`src/rtl/conv_window_fetch.sv`:
```
// conv_window_fetch: scans a feature map held in feature_bram and emits 3x3
// valid-convolution windows in raster order over a valid/ready handshake.
// The BRAM has a one-cycle read latency, so each pixel is captured one cycle
// after its address is issued, and one extra DRAIN cycle collects the last one.
//
// state   | meaning
// IDLE    | waiting for start
// FETCH   | issuing the 9 window addresses (k = 0..8), capturing slot k-1
// DRAIN   | capturing slot 8 from the final read
// VALID   | window presented, waiting for the consumer to accept it
module conv_window_fetch #(
  parameter int IMG_W  = 64,
  parameter int IMG_H  = 64,
  parameter int ADDR_W = 12,
  parameter int DATA_W = 8
) (
  input  logic                clk,
  input  logic                reset,
  input  logic                start,
  input  logic [ADDR_W-1:0]   base_addr,
  output logic [ADDR_W-1:0]   bram_rd_addr,
  input  logic [DATA_W-1:0]   bram_rd_data,
  output logic [9*DATA_W-1:0] win_data,
  output logic                win_valid,
  input  logic                win_ready,
  output logic [15:0]         win_row,
  output logic [15:0]         win_col,
  output logic                busy,
  output logic                done
);

  typedef enum logic [1:0] {S_IDLE, S_FETCH, S_DRAIN, S_VALID} state_e;

  state_e              state_q, state_d;
  logic [ADDR_W-1:0]   base_q, base_d;
  logic [ADDR_W-1:0]   addr_q, addr_d;
  logic [ADDR_W-1:0]   addr_calc;
  logic [15:0]         row_q, row_d;
  logic [15:0]         col_q, col_d;
  logic [3:0]          k_q, k_d;
  logic [1:0]          k_r, k_c;
  logic [9*DATA_W-1:0] win_q, win_d;
  logic                done_q, done_d;
  logic                cap;
  logic [3:0]          slot;
  logic                last_col, last_row;

  // Split the window pixel index k into its row/column offset inside the 3x3 window.
  always_comb begin
    k_r = 2'd0;
    k_c = 2'd0;
    case (k_q)
      4'd1: k_c = 2'd1;
      4'd2: k_c = 2'd2;
      4'd3: k_r = 2'd1;
      4'd4: begin k_r = 2'd1; k_c = 2'd1; end
      4'd5: begin k_r = 2'd1; k_c = 2'd2; end
      4'd6: k_r = 2'd2;
      4'd7: begin k_r = 2'd2; k_c = 2'd1; end
      4'd8: begin k_r = 2'd2; k_c = 2'd2; end
      default: ;
    endcase
  end

  // Address arithmetic is deliberately truncated to ADDR_W so a map near the top of
  // the BRAM wraps around to address 0.
  assign addr_calc = base_q
                   + ADDR_W'((32'(row_q) + 32'(k_r)) * IMG_W)
                   + ADDR_W'(32'(col_q) + 32'(k_c));

  assign last_col = (col_q == 16'(IMG_W - 3));
  assign last_row = (row_q == 16'(IMG_H - 3));

  // Next-state, window position and pixel capture.
  always_comb begin
    state_d = state_q;
    base_d  = base_q;
    addr_d  = addr_q;
    row_d   = row_q;
    col_d   = col_q;
    k_d     = k_q;
    win_d   = win_q;
    done_d  = 1'b0;
    cap     = 1'b0;
    slot    = k_q - 4'd1;
    case (state_q)
      S_IDLE: begin
        if (start) begin
          base_d  = base_addr;
          row_d   = 16'd0;
          col_d   = 16'd0;
          k_d     = 4'd0;
          state_d = S_FETCH;
        end
      end
      S_FETCH: begin
        addr_d = addr_calc;
        cap    = (k_q != 4'd0);
        k_d    = k_q + 4'd1;
        if (k_q == 4'd8) state_d = S_DRAIN;
      end
      S_DRAIN: begin
        cap     = 1'b1;
        slot    = 4'd8;
        state_d = S_VALID;
      end
      S_VALID: begin
        if (win_ready) begin
          if (last_col && last_row) begin
            state_d = S_IDLE;
            done_d  = 1'b1;
          end else begin
            k_d     = 4'd0;
            state_d = S_FETCH;
            if (last_col) begin
              col_d = 16'd0;
              row_d = row_q + 16'd1;
            end else begin
              col_d = col_q + 16'd1;
            end
          end
        end
      end
      default: state_d = S_IDLE;
    endcase
    for (int i = 0; i < 9; i++) begin
      if (cap && (slot == 4'(i))) win_d[DATA_W*i +: DATA_W] = bram_rd_data;
    end
  end

  // State and datapath registers.
  always_ff @(posedge clk or negedge reset) begin
    if (!reset) begin
      state_q <= S_IDLE;
      base_q  <= '0;
      addr_q  <= '0;
      row_q   <= '0;
      col_q   <= '0;
      k_q     <= '0;
      win_q   <= '0;
      done_q  <= 1'b0;
    end else begin
      state_q <= state_d;
      base_q  <= base_d;
      addr_q  <= addr_d;
      row_q   <= row_d;
      col_q   <= col_d;
      k_q     <= k_d;
      win_q   <= win_d;
      done_q  <= done_d;
    end
  end

  // The address is live during FETCH and otherwise holds the last issued value.
  assign bram_rd_addr = (state_q == S_FETCH) ? addr_calc : addr_q;
  assign win_data     = win_q;
  assign win_valid    = (state_q == S_VALID);
  assign win_row      = row_q;
  assign win_col      = col_q;
  assign busy         = (state_q != S_IDLE);
  assign done         = done_q;

endmodule

```
`config.mk`:
```
export PLATFORM = sky130hd
export DESIGN_NAME = conv_window_fetch
export DESIGN_NICKNAME = d
export VERILOG_FILES = /design/src/rtl/conv_window_fetch.sv
export SDC_FILE = /design/constraint.sdc
export NUM_CORES = 1
export LEC_CHECK = 0
export BUFFER_PORTS_ARGS = -buffer_cell sky130_fd_sc_hd__buf_2
export CORE_MARGIN = 2
export CORE_UTILIZATION = 40
export CTS_BUF_LIST = sky130_fd_sc_hd__clkbuf_4 sky130_fd_sc_hd__clkbuf_8
export DETAILED_ROUTE_END_ITERATION = 12
export PLACE_DENSITY = 0.72
export SLEW_MARGIN = 20
export SYNTH_ARGS = -nofsm -noshare
export SYNTH_HDL_FRONTEND = slang
export SYNTH_SLANG_ARGS = --single-unit
```
`constraint.sdc`:
```
create_clock -name clk -period 4 [get_ports clk]
set_input_delay 0.2 -clock clk [delete_from_list [all_inputs] [get_ports clk]]
set_output_delay 0.2 -clock clk [all_outputs]
set_load 0.02 [all_outputs]
```
**Word-level counts from Yosys, hierarchy flattened**

Cells that the tools add are included.

- Word-level logic and storage cells: 101
- Flip-flop bits (word level): 135
- Bits of input ports: 24
- Output and inout bits: 119

- $add $sub $neg: 8
- Reduce and logical (&&, ||, !) cells: 25
- Equal/unequal tests: 26
- Muxes and demuxes: 26

Operators with widths:

| kind | count |
|---|---|
| $mux W16 | 7 |
| $pmux W16 S2 | 2 |
| $add A16 B1 Y16 const B | 2 |
| $eq A16 B6 Y1 const B | 2 |
| $eq A4 B3 Y1 const B | 8 |
| $add A12 B12 Y12 | 2 |
| $eq A4 B2 Y1 const B | 4 |
| $mux W4 | 4 |
| $add A12 B2 Y12 | 1 |
| $mux W12 | 1 |
| $pmux W4 S3 | 1 |
| $reduce_or A3 Y1 | 4 |
| $logic_and A1 B1 Y1 | 10 |
| $eq A4 B1 Y1 const B | 2 |
| $eq A4 B4 Y1 const B | 2 |
| $pmux W2 S2 | 2 |
| $pmux W2 S4 | 1 |
| $reduce_and A4 Y1 | 2 |
| $add A6 B2 Y6 | 1 |
| $mux W2 | 3 |
| $ne A2 B2 Y1 const B | 3 |
| $reduce_and A5 Y1 | 1 |
| $add A4 B1 Y4 const B | 1 |
| $eq A2 B2 Y1 const B | 2 |
| other kinds (12) | 17 |

**Depth between registers and ports, before layout**

- Depth in word-level cells: 7
- Gate-level depth with buffers: 17
- Depth with buffers taken out: 16

**Worst setup path after synthesis**

OpenSTA, ideal clock, no wires.

- Kind: reg-to-reg
- From: reg k_q[0]
- To: reg addr_q[10]
- Data required time: 3.779 ns
- Cell stages (with the launch flop): 17
- Arrival time: 3.819 ns
- Setup slack: -0.040 ns
- Clock period less this slack: 4.040 ns
- Cells stage by stage: dfrtp_1 buf_4 inv_1 ha_1 nand2b_1 o22ai_1 nor2_1 ha_1 inv_1 fa_1 xnor2_1 fa_1 ha_1 nor2_1 nor2_1 o41ai_1 o311ai_0

- Cells in the longest elaborated chain, start to end: 7
- Elaborated cells between the ends (all ways): 19

Ends and longest elaborated chain:

| item | line | text |
|---|---|---|
| start, declared | 40 | `logic [3:0] k_q, k_d;` |
| start signal, assigned | 148 | `k_q <= k_d;` |
| $eq A4 B4 Y1, or another cell as far along | 52 | `case (k_q)` |
| $reduce_or A3 Y1 (no line) | n/a |  |
| $pmux W2 S2 | 52 |  |
| $add A6 B2 Y6 | 68 | `+ ADDR_W'((32'(row_q) + 32'(k_r)) * IMG_W)` |
| $add A12 B12 Y12 | 68 |  |
| $add A12 B12 Y12 * | 69 | `+ ADDR_W'(32'(col_q) + 32'(k_c));` |
| $mux W12 * | n/a |  |
| named net bram_rd_addr[10] | 21 | `output logic [ADDR_W-1:0] bram_rd_addr,` |
| end signal, assigned | 145 | `addr_q <= addr_d;` |
| end, declared | 36 | `logic [ADDR_W-1:0] addr_q, addr_d;` |

The timed path passes the listed nets; every way through them passes the cells marked *.
A chain may end at the register's enable or synchronous reset.

**Worst setup path in the final report**

- From: reg k_q[0]
- To: out bram_rd_addr[10]

- Cells in the longest elaborated chain, start to end: 7
- Elaborated cells between the ends (all ways): 19

Ends and longest elaborated chain:

| item | line |
|---|---|
| $eq A4 B4 Y1, or another cell as far along | 52 |
| $reduce_or A3 Y1 (no line) | n/a |
| $pmux W2 S2 | 52 |
| $add A6 B2 Y6 | 68 |
| $add A12 B12 Y12 | 68 |
| $add A12 B12 Y12 * | 69 |
| $mux W12 * | n/a |
| end, declared | 21 |

Mark *: on every way between the ends. The rest lies on a longest branch, timed or not.

==> flow_summary.rst <==
.. list-table::
   :header-rows: 1

   * - Metric
     - Value
   * - Run status
     - finished, violations left
   * - Violated checks
     - negative setup slack
   * - Vias in the first global route
     - 5488
   * - Met1 Resource Use GR
     - 25.9%
   * - Via count
     - 5446
   * - F_max
     - 242 MHz
   * - TritonCTS clock tree
     - built
   * - Highest ir drop seen on vdd
     - 539 uV
   * - Antenna-violating nets left
     - 0
   * - Layer with the highest usage
     - met2
   * - Count of antenna diodes in the layout
     - 0
   * - Routing usage on met3
     - 6.47%
   * - Overflow left after global routing
     - 0
   * - CP Max Fanout
     - 6
   * - Cell area power density
     - 756 nW/um^2
   * - Final worst setup slack
     - -0.137 ns
   * - Final Hold Violating Endpoints
     - 0
   * - DRC violation total after the first TritonRoute iteration
     - 227
   * - Post-layout minimum cycle time
     - 4.14 ns
   * - Biggest area contributors in the synthesized netlist
     - sky130_fd_sc_hd__dfrtp_1 49%, sky130_fd_sc_hd__mux2_2 14%, sky130_fd_sc_hd__ha_1 5.3%
   * - Layout Cell Area excl Fill
     - 8800 sq um
   * - Initial antenna violation count
     - 0
   * - Number of buffers on the longest clock path
     - 2
   * - Number of maximum-capacitance violations
     - 0
   * - Global-route met2 utilization
     - 32.3%
   * - Proportion of register bits with asynchronous set or reset after synthesis
     - 100%
   * - TritonCTS Sinks
     - 135
   * - Overall die area
     - 18300 sq um
   * - WP data arrival
     - 3.94 ns
   * - Critical path class
     - register to output pin
   * - Logic pwr share
     - 50.9%
   * - CP Data Required Time
     - 3.80 ns
   * - DP Area
     - 7880 sq um
   * - Final routed DRC violation total
     - 0
   * - Internal power
     - 3.76 mW
   * - Final Non-Filler Cells
     - 1012
   * - Slew Limit Headroom
     - 38.5%
   * - PnR Total Power
     - 6.65 mW
   * - Share of the synthesized area in the top cell type
     - 48.9%
   * - Period utilisation layout
     - 103%
   * - Most used flip-flop cell after synthesis
     - sky130_fd_sc_hd__dfrtp_1
   * - Net switching power of the design
     - 2.89 mW
   * - Worst slack, placed
     - 0.200 ns
   * - Global-route wire length before repair
     - 28.9 mm
   * - Number of cells in the design after placement
     - 954
   * - Worst-margin pin slew
     - 0.914 ns
   * - Post-synthesis cell area
     - 6900 sq um
   * - Vias per inst
     - 5.38
   * - Pin count of the biggest net entering global routing
     - 68
   * - Half-perimeter wire length after detailed placement
     - 12.1 mm
   * - Clock Latency Late Sink
     - 0.47 ns
   * - Buffer type at the clock tree root
     - sky130_fd_sc_hd__clkbuf_8
   * - Sum of routed wire length over all layers
     - 18.1 mm
   * - Worst hold path class
     - primary input to register
   * - Syn Area/Cell
     - 11.6 sq um
   * - DIE HEIGHT
     - 135 um
   * - Cell count after synthesis
     - 597
   * - Detailed-routing iteration count for the pre-antenna-repair pass
     - 4
   * - Clock transition at the registers of the reported paths
     - 0.09 ns
   * - Leakage Power
     - 4.28 nW
   * - Core area
     - 17100 sq um
   * - Utilization of the core after routing
     - 51.6%
   * - Worst clock skew
     - 0.0143 ns
   * - Number of endpoints failing setup at the final stage
     - 3
   * - Cell row count
     - 48
   * - Fraction of layout instances using a drive strength above 1
     - 43.8%
   * - Number of port buffers
     - 142
   * - Post-synthesis sequential area ratio
     - 48.9%
   * - Number of nets in the finished design
     - 837
   * - Number of register bits inferred by synthesis
     - 135
   * - Initial standard-cell utilization of the core
     - 40.5%
   * - Synthesis-to-finish area growth
     - 27.5%
   * - CTS buffer count
     - 17
   * - Total I/O pin count
     - 143
   * - Total global routing track utilization
     - 20.1%
   * - Slew Viols, Final
     - 0
   * - Die Width
     - 135 um
   * - Net count after synthesis
     - 659
   * - Sw Share
     - 43.4%
   * - Count of yosys warnings during synthesis
     - 0
   * - Per-cell routed wire length
     - 17.9 um
   * - Post-route worst hold slack
     - 0.114 ns
   * - Final Wtd Congestion
     - 0.873
   * - Kind of capture point of the worst setup path
     - output pin
   * - Category of the worst setup path launch point
     - register
   * - Number of flops mapped to enable cells by yosys
     - 0
   * - Setup total negative slack
     - -0.267 ns
   * - H-tree lvl count
     - 4
   * - Post-synthesis cell type with the largest combined area
     - sky130_fd_sc_hd__dfrtp_1
   * - RSZ-0062 raised after global routing
     - true
   * - Proportion of power drawn by the clock network
     - 17.7%
   * - Fraction of power consumed by sequential logic
     - 31.5%
   * - Count of different cell masters after synthesis
     - 61
[routing by layer]
| metal | vias up | share of wire (%) |
|---|---|---|
| met5 | - | 0 |
| met4 | 0 | 2.1 |
| met3 | 31 | 7.6 |
| met2 | 213 | 47 |
| met1 | 2672 | 43 |
| li1 | 2530 | - |
[final timing paths]
kind	start	to	slack, ns	cells past startpoint
max	k_q[0]	bram_rd_addr[10]	-0.14	15
min	bram_rd_data[5]	win_data[5]	0.11	2
max reg2reg	k_q[0]	addr_q[9]	0.60	16
min reg2reg	addr_q[7]	addr_q[7]	0.50	1
max in group asynchronous	reset	base_q[8]	2.78	3
min in group asynchronous	reset	win_col[3]	0.28	2
[registers in the layout, summed over array words and instances, names as in the netlist]
signal    count
k_q           4
base_q       12
win_col      16
win_data     72
addr_q       12
win_row      16
state_q       2
done          1
[critical path: stages (launching register included)]
cell and delay [ns]:
sky130_fd_sc_hd__dfrtp_1 0.40, sky130_fd_sc_hd__inv_2 0.10, sky130_fd_sc_hd__ha_4 0.15, sky130_fd_sc_hd__nand2b_4 0.12, sky130_fd_sc_hd__o22ai_2 0.05, sky130_fd_sc_hd__nor2_1 0.10, sky130_fd_sc_hd__ha_2 0.20, sky130_fd_sc_hd__inv_2 0.04
sky130_fd_sc_hd__fa_2 0.52, sky130_fd_sc_hd__inv_2 0.04, sky130_fd_sc_hd__fa_1 0.48, sky130_fd_sc_hd__ha_4 0.22, sky130_fd_sc_hd__o41ai_4 0.45, sky130_fd_sc_hd__nand4b_1 0.23, sky130_fd_sc_hd__o311ai_2 0.15, sky130_fd_sc_hd__buf_4 0.21
[synth_stat cells, types with 3 or more instances]
master	number
sky130_fd_sc_hd__and4_1	4
sky130_fd_sc_hd__nor3_1	10
sky130_fd_sc_hd__fa_1	9
sky130_fd_sc_hd__o41ai_1	3
sky130_fd_sc_hd__nor4_4	3
sky130_fd_sc_hd__a31oi_1	9
sky130_fd_sc_hd__nor2_2	5
sky130_fd_sc_hd__and3_1	4
sky130_fd_sc_hd__nand2b_1	5
sky130_fd_sc_hd__o21a_1	5
sky130_fd_sc_hd__a21o_1	5
sky130_fd_sc_hd__xor2_1	10
sky130_fd_sc_hd__inv_1	24
sky130_fd_sc_hd__or4_1	4
sky130_fd_sc_hd__nand2_1	33
sky130_fd_sc_hd__nand4_1	11
sky130_fd_sc_hd__nor2_1	43
sky130_fd_sc_hd__mux2_2	88
sky130_fd_sc_hd__ha_1	29
sky130_fd_sc_hd__a21oi_1	13
sky130_fd_sc_hd__nand3_1	17
sky130_fd_sc_hd__a211oi_1	6
sky130_fd_sc_hd__dfrtp_1	135
sky130_fd_sc_hd__clkbuf_1	13
sky130_fd_sc_hd__o22ai_1	3
sky130_fd_sc_hd__o31ai_1	10
sky130_fd_sc_hd__nand3b_1	3
sky130_fd_sc_hd__or3_1	3
sky130_fd_sc_hd__nor4b_1	3
sky130_fd_sc_hd__xnor2_1	14
sky130_fd_sc_hd__o21ai_0	33
[layout by cell type (no fill, tap or decap), types with 6 or more instances in the layout]
| cell | netlist | layout |
|---|---|---|
| sky130_fd_sc_hd__nor2_2 | 5 | 6 |
| sky130_fd_sc_hd__nand4_1 | 11 | 11 |
| sky130_fd_sc_hd__ha_1 | 29 | 18 |
| sky130_fd_sc_hd__o31ai_1 | 10 | 9 |
| sky130_fd_sc_hd__nand2_1 | 33 | 32 |
| sky130_fd_sc_hd__dfrtp_1 | 135 | 135 |
| sky130_fd_sc_hd__buf_2 | 2 | 137 |
| sky130_fd_sc_hd__nand3_1 | 17 | 17 |
| sky130_fd_sc_hd__xor2_1 | 10 | 10 |
| sky130_fd_sc_hd__fa_1 | 9 | 6 |
| sky130_fd_sc_hd__o21ai_0 | 33 | 28 |
| sky130_fd_sc_hd__a21oi_1 | 13 | 11 |
| sky130_fd_sc_hd__nor2_1 | 43 | 41 |
| sky130_fd_sc_hd__a31oi_1 | 9 | 8 |
| sky130_fd_sc_hd__inv_1 | 24 | 19 |
| sky130_fd_sc_hd__xnor2_1 | 14 | 11 |
| sky130_fd_sc_hd__buf_4 | 1 | 22 |
| sky130_fd_sc_hd__dlygate4sd3_1 | 0 | 14 |
| sky130_fd_sc_hd__nor3_1 | 10 | 6 |
| sky130_fd_sc_hd__clkbuf_8 | 0 | 17 |
| sky130_fd_sc_hd__mux2_2 | 88 | 87 |
| sky130_fd_sc_hd__ha_4 | 0 | 7 |
[area by class of cell]
type / instances / area, sq um
clock buffer: 17 / 234
clock inverter: 14 / 165
fill: 1455 / 8260
inverter: 25 / 93.8
multi-input combinational: 418 / 3600
sequential: 135 / 3380
tap: 225 / 282
timing repair buffer: 178 / 1050
[power by group through the flow]
stage | combinational [mW] | clock [mW] | sequential (mW)
floorplan | 1.69 | 0 | 2.44
global placement | 2.93 | 0 | 2.09
detailed placement | 2.95 | 0 | 2.10
CTS | 3.20 | 1.20 | 2.09
global route | 3.68 | 1.26 | 2.15
finish | 3.38 | 1.17 | 2.09
[logic make-up (layout without fill, tap and decap cells)]
family / count (synthesis) / after routing / synth area share [%]
buffers and inverters: 44 / 234 / 2.70
AO/OA/AOI/OAI: 100 / 100 / 9.37
multiplexers: 90 / 90 / 14.6
XOR/XNOR: 24 / 24 / 3.05
flip-flops: 135 / 135 / 48.9
adder cells (fa/ha/maj): 38 / 38 / 7.87
AND/OR/NAND/NOR: 166 / 166 / 13.4
[timing repair]
| item | in CTS | in global routing |
|---|---|---|
| gates resized for setup | 44 | 20 |
| hold buffers | 14 | 0 |
| pin swaps | 25 | 17 |
| endpoints found under the setup margin | 5 | 5 |
| hold endpoints to repair | 78 | 0 |
| buffers inserted | 11 | 2 |
Power figures use the tool's default switching activity.
